`config.mk`:
```
export PLATFORM = sky130hd
export DESIGN_NAME = mem_arbiter
export DESIGN_NICKNAME = d
export VERILOG_FILES = /design/src/rtl/mem_arbiter.sv
export SDC_FILE = /design/constraint.sdc
export NUM_CORES = 1
export LEC_CHECK = 0
export CAP_MARGIN = 20
export CORE_ASPECT_RATIO = 0.9
export CORE_UTILIZATION = 36
export DETAILED_ROUTE_END_ITERATION = 12
export HOLD_SLACK_MARGIN = 0.1
export PLACE_DENSITY_LB_ADDON = 0.1
export SYNTH_ARGS = -nofsm -noshare
export SYNTH_HDL_FRONTEND = slang
export SYNTH_SLANG_ARGS = --single-unit
```
`constraint.sdc`:
```
create_clock -name clk -period 4.46 [get_ports clk]
set_clock_uncertainty 0.2 [all_clocks]
set_input_delay 0.446 -clock clk [delete_from_list [all_inputs] [get_ports clk]]
set_output_delay 0.446 -clock clk [all_outputs]
set_load 0.02 [all_outputs]
```
`src/rtl/mem_arbiter.sv`:
```
// mem_arbiter
//   Shares one single-port unified memory between the multi-cycle core
//   (port 0) and the debug/loader port (port 1), one transaction at a time.
//   Requests are sampled only in IDLE. The memory returns read data LAT cycles
//   after the issue cycle. Every output is driven directly from a flop.
//
// Configuration macro:
//   ARB_ROUND_ROBIN_EN  defined   : round robin when both ports request;
//                                   the port that did not own the last
//                                   transaction wins.
//                       undefined : fixed priority; the core wins.
//
// Parameters: AW address width, DW data width, LAT read latency (LAT >= 1).
//
// Ports:
//   clk, rst                         clock and async active-high reset
//   c_req/c_we/c_addr/c_wdata        core request           (in)
//   c_gnt/c_done/c_rdata             core grant/done/read data (out)
//   d_req/d_we/d_addr/d_wdata        loader request         (in)
//   d_gnt/d_done/d_rdata             loader grant/done/read data (out)
//   m_en/m_we/m_addr/m_wdata         memory command         (out)
//   m_rdata                          memory read data       (in)
//   busy                             transaction in flight  (out)
//
// State  | meaning
// IDLE   | sample requests, pick a winner
// ISSUE  | drive the memory command for one cycle, grant the winner
// WAIT   | LAT cycles for read data; captured on the last one
// RESP   | one-cycle done pulse to the winner
module mem_arbiter #(
  parameter int AW  = 32,
  parameter int DW  = 32,
  parameter int LAT = 2
) (
  input  logic          clk,
  input  logic          rst,
  input  logic          c_req,
  input  logic          c_we,
  input  logic [AW-1:0] c_addr,
  input  logic [DW-1:0] c_wdata,
  output logic          c_gnt,
  output logic          c_done,
  output logic [DW-1:0] c_rdata,
  input  logic          d_req,
  input  logic          d_we,
  input  logic [AW-1:0] d_addr,
  input  logic [DW-1:0] d_wdata,
  output logic          d_gnt,
  output logic          d_done,
  output logic [DW-1:0] d_rdata,
  output logic          m_en,
  output logic          m_we,
  output logic [AW-1:0] m_addr,
  output logic [DW-1:0] m_wdata,
  input  logic [DW-1:0] m_rdata,
  output logic          busy
);

  if (LAT < 1) begin : g_lat_chk
    $fatal(1, "mem_arbiter: LAT must be at least 1");
  end

  localparam int CW = (LAT > 1) ? $clog2(LAT) : 1;

  typedef enum logic [1:0] {IDLE, ISSUE, WAIT, RESP} state_t;

  state_t        state_q, state_d;
  logic [CW-1:0] cnt_q, cnt_d;
  logic          winner_q, winner_d;   // 0 = core, 1 = loader
  logic          we_q, we_d;
  logic          pick;
  logic          c_gnt_q, c_gnt_d, d_gnt_q, d_gnt_d;
  logic          c_done_q, c_done_d, d_done_q, d_done_d;
  logic          m_en_q, m_en_d, m_we_q, m_we_d, busy_q, busy_d;
  logic [AW-1:0] m_addr_q, m_addr_d;
  logic [DW-1:0] m_wdata_q, m_wdata_d;
  logic [DW-1:0] c_rdata_q, c_rdata_d, d_rdata_q, d_rdata_d;

`ifdef ARB_ROUND_ROBIN_EN
  logic last_owner_q, last_owner_d;
  assign pick = (c_req && d_req) ? ~last_owner_q : d_req;
`else
  assign pick = ~c_req;
`endif

  always_comb begin
    state_d   = state_q;
    cnt_d     = cnt_q;
    winner_d  = winner_q;
    we_d      = we_q;
    m_addr_d  = m_addr_q;
    m_wdata_d = m_wdata_q;
    c_rdata_d = c_rdata_q;
    d_rdata_d = d_rdata_q;
`ifdef ARB_ROUND_ROBIN_EN
    last_owner_d = last_owner_q;
`endif
    case (state_q)
      IDLE: begin
        if (c_req || d_req) begin
          state_d   = ISSUE;
          winner_d  = pick;
          we_d      = pick ? d_we    : c_we;
          m_addr_d  = pick ? d_addr  : c_addr;
          m_wdata_d = pick ? d_wdata : c_wdata;
`ifdef ARB_ROUND_ROBIN_EN
          last_owner_d = pick;
`endif
        end
      end
      ISSUE: begin
        state_d = WAIT;
        cnt_d   = CW'(LAT - 1);
      end
      WAIT: begin
        if (cnt_q == '0) begin
          state_d = RESP;
          if (!we_q) begin
            if (winner_q) d_rdata_d = m_rdata;
            else          c_rdata_d = m_rdata;
          end
        end else begin
          cnt_d = cnt_q - CW'(1);
        end
      end
      RESP:    state_d = IDLE;
      default: state_d = IDLE;
    endcase

    // Outputs are decoded from the next state so they appear registered
    // in the same cycle as the state they belong to.
    m_en_d   = (state_d == ISSUE);
    m_we_d   = (state_d == ISSUE) && we_d;
    c_gnt_d  = (state_d == ISSUE) && !winner_d;
    d_gnt_d  = (state_d == ISSUE) &&  winner_d;
    c_done_d = (state_d == RESP)  && !winner_d;
    d_done_d = (state_d == RESP)  &&  winner_d;
    busy_d   = (state_d != IDLE);
  end

  always_ff @(posedge clk or posedge rst) begin
    if (rst) begin
      state_q   <= IDLE;
      cnt_q     <= '0;
      winner_q  <= 1'b0;
      we_q      <= 1'b0;
      c_gnt_q   <= 1'b0;
      d_gnt_q   <= 1'b0;
      c_done_q  <= 1'b0;
      d_done_q  <= 1'b0;
      m_en_q    <= 1'b0;
      m_we_q    <= 1'b0;
      busy_q    <= 1'b0;
      m_addr_q  <= '0;
      m_wdata_q <= '0;
      c_rdata_q <= '0;
      d_rdata_q <= '0;
`ifdef ARB_ROUND_ROBIN_EN
      last_owner_q <= 1'b1;
`endif
    end else begin
      state_q   <= state_d;
      cnt_q     <= cnt_d;
      winner_q  <= winner_d;
      we_q      <= we_d;
      c_gnt_q   <= c_gnt_d;
      d_gnt_q   <= d_gnt_d;
      c_done_q  <= c_done_d;
      d_done_q  <= d_done_d;
      m_en_q    <= m_en_d;
      m_we_q    <= m_we_d;
      busy_q    <= busy_d;
      m_addr_q  <= m_addr_d;
      m_wdata_q <= m_wdata_d;
      c_rdata_q <= c_rdata_d;
      d_rdata_q <= d_rdata_d;
`ifdef ARB_ROUND_ROBIN_EN
      last_owner_q <= last_owner_d;
`endif
    end
  end

  assign c_gnt   = c_gnt_q;
  assign d_gnt   = d_gnt_q;
  assign c_done  = c_done_q;
  assign d_done  = d_done_q;
  assign c_rdata = c_rdata_q;
  assign d_rdata = d_rdata_q;
  assign m_en    = m_en_q;
  assign m_we    = m_we_q;
  assign m_addr  = m_addr_q;
  assign m_wdata = m_wdata_q;
  assign busy    = busy_q;

endmodule

```
# == Word-level counts from Yosys, hierarchy flattened ==
# Cells that the tools add are included.
# totals
elab_cells,50
output_inout_bits,135
inputBits,166
register_bits,140
# classes
n_mux,12
addsub,1
eq_ne,5
bitwise_logic,4
n_reduce_logical,13
# ops
op,n
32-bit 2-to-1 mux,2
2-bit case mux with 4 select lines,1
4-bit AND reduction,2
2-bit equality test (second input constant),3
1-bit 2-to-1 mux,6
1-bit logical AND,5
2-bit by 1-bit equality test with 1-bit output (second input constant),2
2-bit 2-to-1 mux,2
1-bit inverter,4
2-bit nonzero test,2
2-bit logical NOT,1
1-bit case mux with 2 select lines,1
2-bit AND reduction,1
1-bit logical NOT,1
1-bit logical OR,1
1-bit subtractor (second input constant),1

# == Logic depth before layout (Yosys ltp) ==
# Gate-level depths: netlist of run 1.
# depth
word_depth,5
mapped_depth,8
ltp_nobuf,6

# == Least setup slack after synthesis of run 1 ==
# No wires, ideal clock.
# synth_timing
kind,flip-flop to flip-flop
from,register state_q[0]
to,register c_rdata_q[20] (netlist: c_rdata[20])
path_slack_ns,2.610
path_stages_with_launch,6
t_arrival_ns,1.526
required_time_ns,4.135
setup_ns,0.125
cell_sequence,dfrtp_1 -> inv_1 -> ha_1 -> nor4b_4 -> buf_6 -> mux2_2
# synth_via
elab_chain_len,2
# synth_lines
element,line_no,rtl
start: declaration,67,"state_t state_q, state_d;"
start signal: assignment,162,state_q <= state_d;
2-bit equality test,98,case (state_q)
4-bit AND reduction (no line),-,
end signal: assignment,175,c_rdata_q <= c_rdata_d;
end: declaration,77,"logic [DW-1:0] c_rdata_q, c_rdata_d, d_rdata_q, d_rdata_d;"
# Every way passes these cells.
# A chain may end at the register's enable or synchronous reset.

# == Final worst setup path of run 1 ==
# layout_timing
from,register state_q[0]
to,register d_rdata_q[15] (netlist: d_rdata[15])
# layout_via
elab_chain_len,2
# layout_lines
element,line_no,rtl
2-bit equality test,98,
4-bit AND reduction (no line),-,
end signal: assignment,176,d_rdata_q <= d_rdata_d;
end: declaration,77,
# Every way passes these cells.

==> metrics.csv, run 1 <==
metric;value;unit
maxCapViolCount;0;
yosysMostFrequentCell;dfrtp_1;
drt-total-wl;15.53;mm
netlist_top_cells_area;dfrtp_1 (59%), mux2i_1 (11%), mux2_4 (7.5%);
wl_per_cell;15.93;µm
fin_crit;2273;ps
overflow;0;
critical_path_arrival;2360;ps
postRouteAntennaNets;0;
drtPass1Iterations;4;
synth_top_area_share;58.50;%
num-fill-cells;1302;
peakVddDrop;0.4596;mV
synth_top_area_cell;dfrtp_1;
clk_pin_slew;60;ps
hold_buffers;0;
tightestPinTransition;910.3;ps
start_kind;register;
required;4550;ps
r2r_setup_slack;2190;ps
slew_viol_final;0;
synthArstFlopShare;100.0;%
hpwl;11.50;mm
start_util;37.00;%
status;finished, final reports clean;
rows;44;
grt_start_max_net_pins;88;
tns;0;ps
synth_area;5988;µm²
die_w;138.0;µm
die_h;124.4;µm
path_depth;5;
rsz0062_at_grt;false;
synth_cells;458;
fin_nets;924;
htreeDepth;4;
yosys_warnings;0;
r2r_cells;5;
antenna_cells;0;
first_global_vias;4760;
crit_fanout;32;
hold_viol;0;
cts_buffers;17;
p_total;0.007090;W
antenna_found_initial;0;
end_kind;register;
place.gp.congestion;0.7785;
coreArea;16190;µm²
path_cells;inv_1 -> ha_1 -> nor4bb_4 -> buf_4 -> mux2_2;
cp_slowest_stage_delay;550;ps
ys_ff_latch;140;
area_delta_synth_final;63.12;%
critical_path_class;register to register;
cts_root_buffer;clkbuf_16;
drive_gt1_share;13.93;%
track_usage;19.09;%
seqCellArea;3503;µm²
cts_tree;built;
min_path_type;primary input to register;
p_per_area;725.9;nW/µm²
post-cts-setup-buffers;0;
insertion_delay;410;ps
cts_buffer_depth;2;
period_share;50.97;%
numPortBuffers;300;
syn_nets;627;
multi_input_area;2262;µm²
die_area;17150;µm²
drc;0;
synth_common_cells;dfrtp_1 (140), nand2_1 (68), mux2i_1 (64), o21ai_0 (63), mux2_2 (32);
timing.slew.headroom;39.32;%
yosysSeqAreaShare;58.50;%
io-pin-count;301;
vias_per_cell;4.609;
setup_viol;0;
ys.flop_type;dfrtp_1;
synth_enable_flop_cells;0;
post_synth_num_cell_types;28;
path_buf_inv;2;
leakagePower;4.286;nW
vias;4494;
cts_resized;0;
drtIter0Drc;132;
worstHoldPathCells;3;
crit_family;buffers and inverters;
grt_first_pass_wirelength;24.76;mm
cts.sinks;140;
cp_slowest_cell;buf_4;
syn_avg_cell_area;13.07;µm²
fmax;439.9;MHz
## worst paths after layout
check / startpoint / to
worst min register to register: m_wdata[4] / m_wdata[4]
max in group asynchronous: rst / m_addr[20]
worst max-delay path: state_q[0] / d_rdata[15]
min in group asynchronous: rst / m_wdata[5]
worst min-delay path: c_req / m_we
worst max register to register: state_q[0] / d_rdata[15]
## flip-flops by register name (all words and copies together), names as in the netlist, 2 cells and up
| signal | flops |
|---|---|
| m_wdata | 32 |
| d_rdata | 32 |
| state_q | 2 |
| m_addr | 32 |
| c_rdata | 32 |
## report_power, final
part	total, W	switching [W]	leakage (nW)	internal [W]
logic	0.00332	0.00162	2.27	0.00170
clock network	0.00153	0.000531	0.308	0.000997
registers	0.00225	0.000349	1.71	0.00190
total	0.00709	0.00250	4.29	0.00459
## cell usage in the layout, fill, tap and decap left out, types with 3 or more instances in the layout
cell               n
inv_1              6
ha_1               3
buf_4              7
a21oi_1            3
nand2_1           68
mux2_4            30
clkinv_4           3
clkdlybuf4s50_1  299
mux2i_1           64
inv_6              3
dfrtp_1          140
o21ai_0           63
clkbuf_16         17
bufinv_16          5
mux2_2            32
## worst reg2reg max path, delay by kind of cell (launching register included)
kind | cells | cell delay [ps]
mux | 1 | 430
flops | 1 | 410
fa+ha+maj | 1 | 220
buf+inv | 2 | 670
simple gates | 1 | 220
## per-stage QoR
step	hold slack (ps)	utilization (%)	cells	setup WS [ps]	cell area [µm²]
2_1_floorplan	331.9	-	458	61.13	5988
3_3_place_gp	262.2	56.35	943	1915	9121
3_5_place_dp	269.8	56.35	943	1823	9121
4_1_cts	229.7	60.35	975	2177	9768
5_1_grt	248.3	60.35	975	2060	9768
6_report	250.6	60.35	975	2187	9768
## kinds of logic after synthesis
logic type	after synthesis	share of synthesized area [%]
flops	140	58.50
mux	128	24.61
simple gates	79	5.913
compound gates	72	6.184
buf+inv	36	4.158
fa+ha+maj	3	0.6269
## metal layers
metal | share of wire, % | vias up | global-route usage [%]
met5 | 0 | - | 0
met4 | 2.4 | 0 | 7.737
met3 | 9.0 | 28 | 6.716
met2 | 48 | 196 | 31.65
met1 | 40 | 2086 | 22.16
li1 | - | 2184 | -
## final cells by class
cell class	count	share of cell area, %
clock buffer	19	4.432
clock inverter	13	2.190
inverter	7	0.3202
multi-input combinational	282	23.16
sequential	140	35.87
tap	207	2.651
timing repair buffer	307	31.38
(Power assumes the default switching activity.)
==> run 2: changes to the inputs <==
--- a/config.mk
+++ b/config.mk
@@ -7,7 +7,7 @@
 export LEC_CHECK = 0
 export CAP_MARGIN = 20
 export CORE_ASPECT_RATIO = 0.9
-export CORE_UTILIZATION = 36
+export CORE_UTILIZATION = 40
 export DETAILED_ROUTE_END_ITERATION = 12
 export HOLD_SLACK_MARGIN = 0.1
 export PLACE_DENSITY_LB_ADDON = 0.1
==> constraint.sdc (replaced) <==
create_clock -name clk -period 2.2 [get_ports clk]
set_clock_uncertainty 0.2 [all_clocks]
set_input_delay 0.22 -clock clk [delete_from_list [all_inputs] [get_ports clk]]
set_output_delay 0.22 -clock clk [all_outputs]
set_load 0.02 [all_outputs]
==> run 2 against run 1 <==
  * Fmax increased by 14%
  * Setup slack got worse by 2000 ps
  * Wire length is 1.5% lower
  * Combinational power is 100% higher
  * Critical endpoint unchanged
  * Largest cell class unchanged
==> metrics.csv, run 2 (synthesis results as in run 1) <==
metric;value;unit
status;finished, final reports clean;
drtIter0Drc;108;
layout.cells.most_common_list;clkdlybuf4s50_1 (299), dfrtp_1 (140), nand2_1 (68);
worstHoldPathCells;3;
first_global_vias;4713;
min_path_type;primary input to register;
dp.cells;934;
fin_crit;1986;ps
stdcell_area;9738;µm²
path_cells;inv_1 -> ha_1 -> nor4bb_4 -> buf_12 -> mux2_2;
wl_met3;1.311;mm
critical_path_arrival;2090;ps
fin_util;66.42;%
period_share;90.29;%
r2r-end;d_rdata[15];
highest_layer;met4;
antenna_found_initial;2;
fmax;503.4;MHz
met2WireLength;7.960;mm
cts_buffers;17;
tns;0;ps
drt-total-wl;15.29;mm
power_frac_comb;48.6;%
r2r_cells;5;
place.gp.congestion;0.7988;
layout_commonest_cell;clkdlybuf4s50_1;
drtPass1Iterations;4;
cts_root_buffer;clkbuf_16;
num-fill-cells;1069;
drive_gt1_share;14.03;%
timing.slew.headroom;69.71;%
rsz0062_at_grt;false;
r2r_setup_slack;210;ps
drc;0;
fin_nets;926;
multi_input_area;2262;µm²
path_buf_inv;2;
start_util;40.84;%
clk_pin_slew;60;ps
die_w;131.0;µm
clkPwrFrac;18.7;%
hold_viol;0;
area_delta_synth_final;62.62;%
post-cts-setup-buffers;0;
maxCapViolCount;0;
tightestPinTransition;454.3;ps
crit_path_start;state_q[0];
io-pin-count;301;
slew_viol_final;0;
cts_tree;built;
seqCellArea;3503;µm²
overflow;0;
grt_first_pass_wirelength;23.85;mm
cts_resized;0;
crit_fanout;32;
wl_met1;5.769;mm
p_int;0.008767;W
cts_buffer_depth;2;
p_per_area;1429;nW/µm²
numPortBuffers;300;
p_seq_share;32.7;%
hpwl;11.38;mm
hold_buffers;2;
crit_family;flip-flops;
cp_slowest_cell;dfrtp_1;
leakagePower;4.252;nW
critical_path_class;register to register;
cts.sinks;140;
setup_viol;0;
cp-endpoint;d_rdata[15];
vias;4521;
post_dp_cell_area;9171;µm²
die_area;15460;µm²
swShare;36.99;%
p_sw;0.005147;W
peakVddDrop;0.7647;mV
htreeDepth;4;
end_kind;register;
r2r-start;state_q[0];
required;2310;ps
die_h;118.1;µm
track_usage;20.69;%
path_depth;5;
rows;42;
wl_per_cell;15.77;µm
fin_cells;970;
insertion_delay;420;ps
cp_slowest_stage_delay;410;ps
postRouteAntennaNets;0;
start_kind;register;
grt_start_max_net_pins;88;
coreArea;14660;µm²
vias_per_cell;4.661;
[run 2: changes by cell type in the layout (fill, tap and decap cells not counted), sizes merged]
cell         previous run  this run
bufinv                  5         0
clkinvlp                2         6
inv                     9        12
diode                   0         2
dlygate4sd3             0         2
clkbuf                 19        18
clkinv                  4         3
[run 2: final cells by class]
class,count,share of cell area (%)
Timing Repair Buffer,309,32.33
Clock buffer,18,4.407
Antenna cell,2,0.05139
Multi-Input combinational cell,282,23.23
Tap cell,198,2.544
Clock inverter,14,1.156
Inverter,7,0.3084
Sequential cell,140,35.98
[run 2: worst min path at each step]
stage	from	slack, ps	to
4_1_cts	d_addr[7]	210	m_addr[7]
5_1_grt	m_rdata[4]	220	d_rdata[4]
6_report	d_addr[7]	230	m_addr[7]
3_5_place_dp	m_wdata[29]	270	m_wdata[29]
2_1_floorplan	m_rdata[25]	150	c_rdata[25]
3_3_place_gp	m_wdata[19]	260	m_wdata[19]
[run 2: routing by layer]
layer	vias to the layer above	GRT usage, %
li1	2190	-
met1	2130	22.44
met2	179	35.88
met3	22	7.864
met4	0	8.046
met5	-	0
[run 2: tightest hold or removal path, delay by kind of cell]
family | cells | cell delay [ps]
AOI/OAI and AO/OA | 1 | 80
muxes | 1 | 110
buffers and inverters | 1 | 390
[run 2: metrics by stage]
stage          hold WS, ps  setup WS [ps]  total power [W]
5_1_grt              222.9          88.87          0.01470
4_1_cts              208.2          205.6          0.01410
3_3_place_gp         261.8          256.1          0.01123
2_1_floorplan        154.7          30.90         0.008062
3_5_place_dp         269.1          215.4          0.01141
6_report             226.4          213.7          0.01391
[run 2: power groups by stage]
stage	sequential [W]	clock [W]	combinational [W]
2_1_floorplan	0.00599	0	0.00207
3_3_place_gp	0.00454	0	0.00669
3_5_place_dp	0.00458	0	0.00683
4_1_cts	0.00456	0.00269	0.00685
5_1_grt	0.00471	0.00277	0.00721
6_report	0.00455	0.00260	0.00676
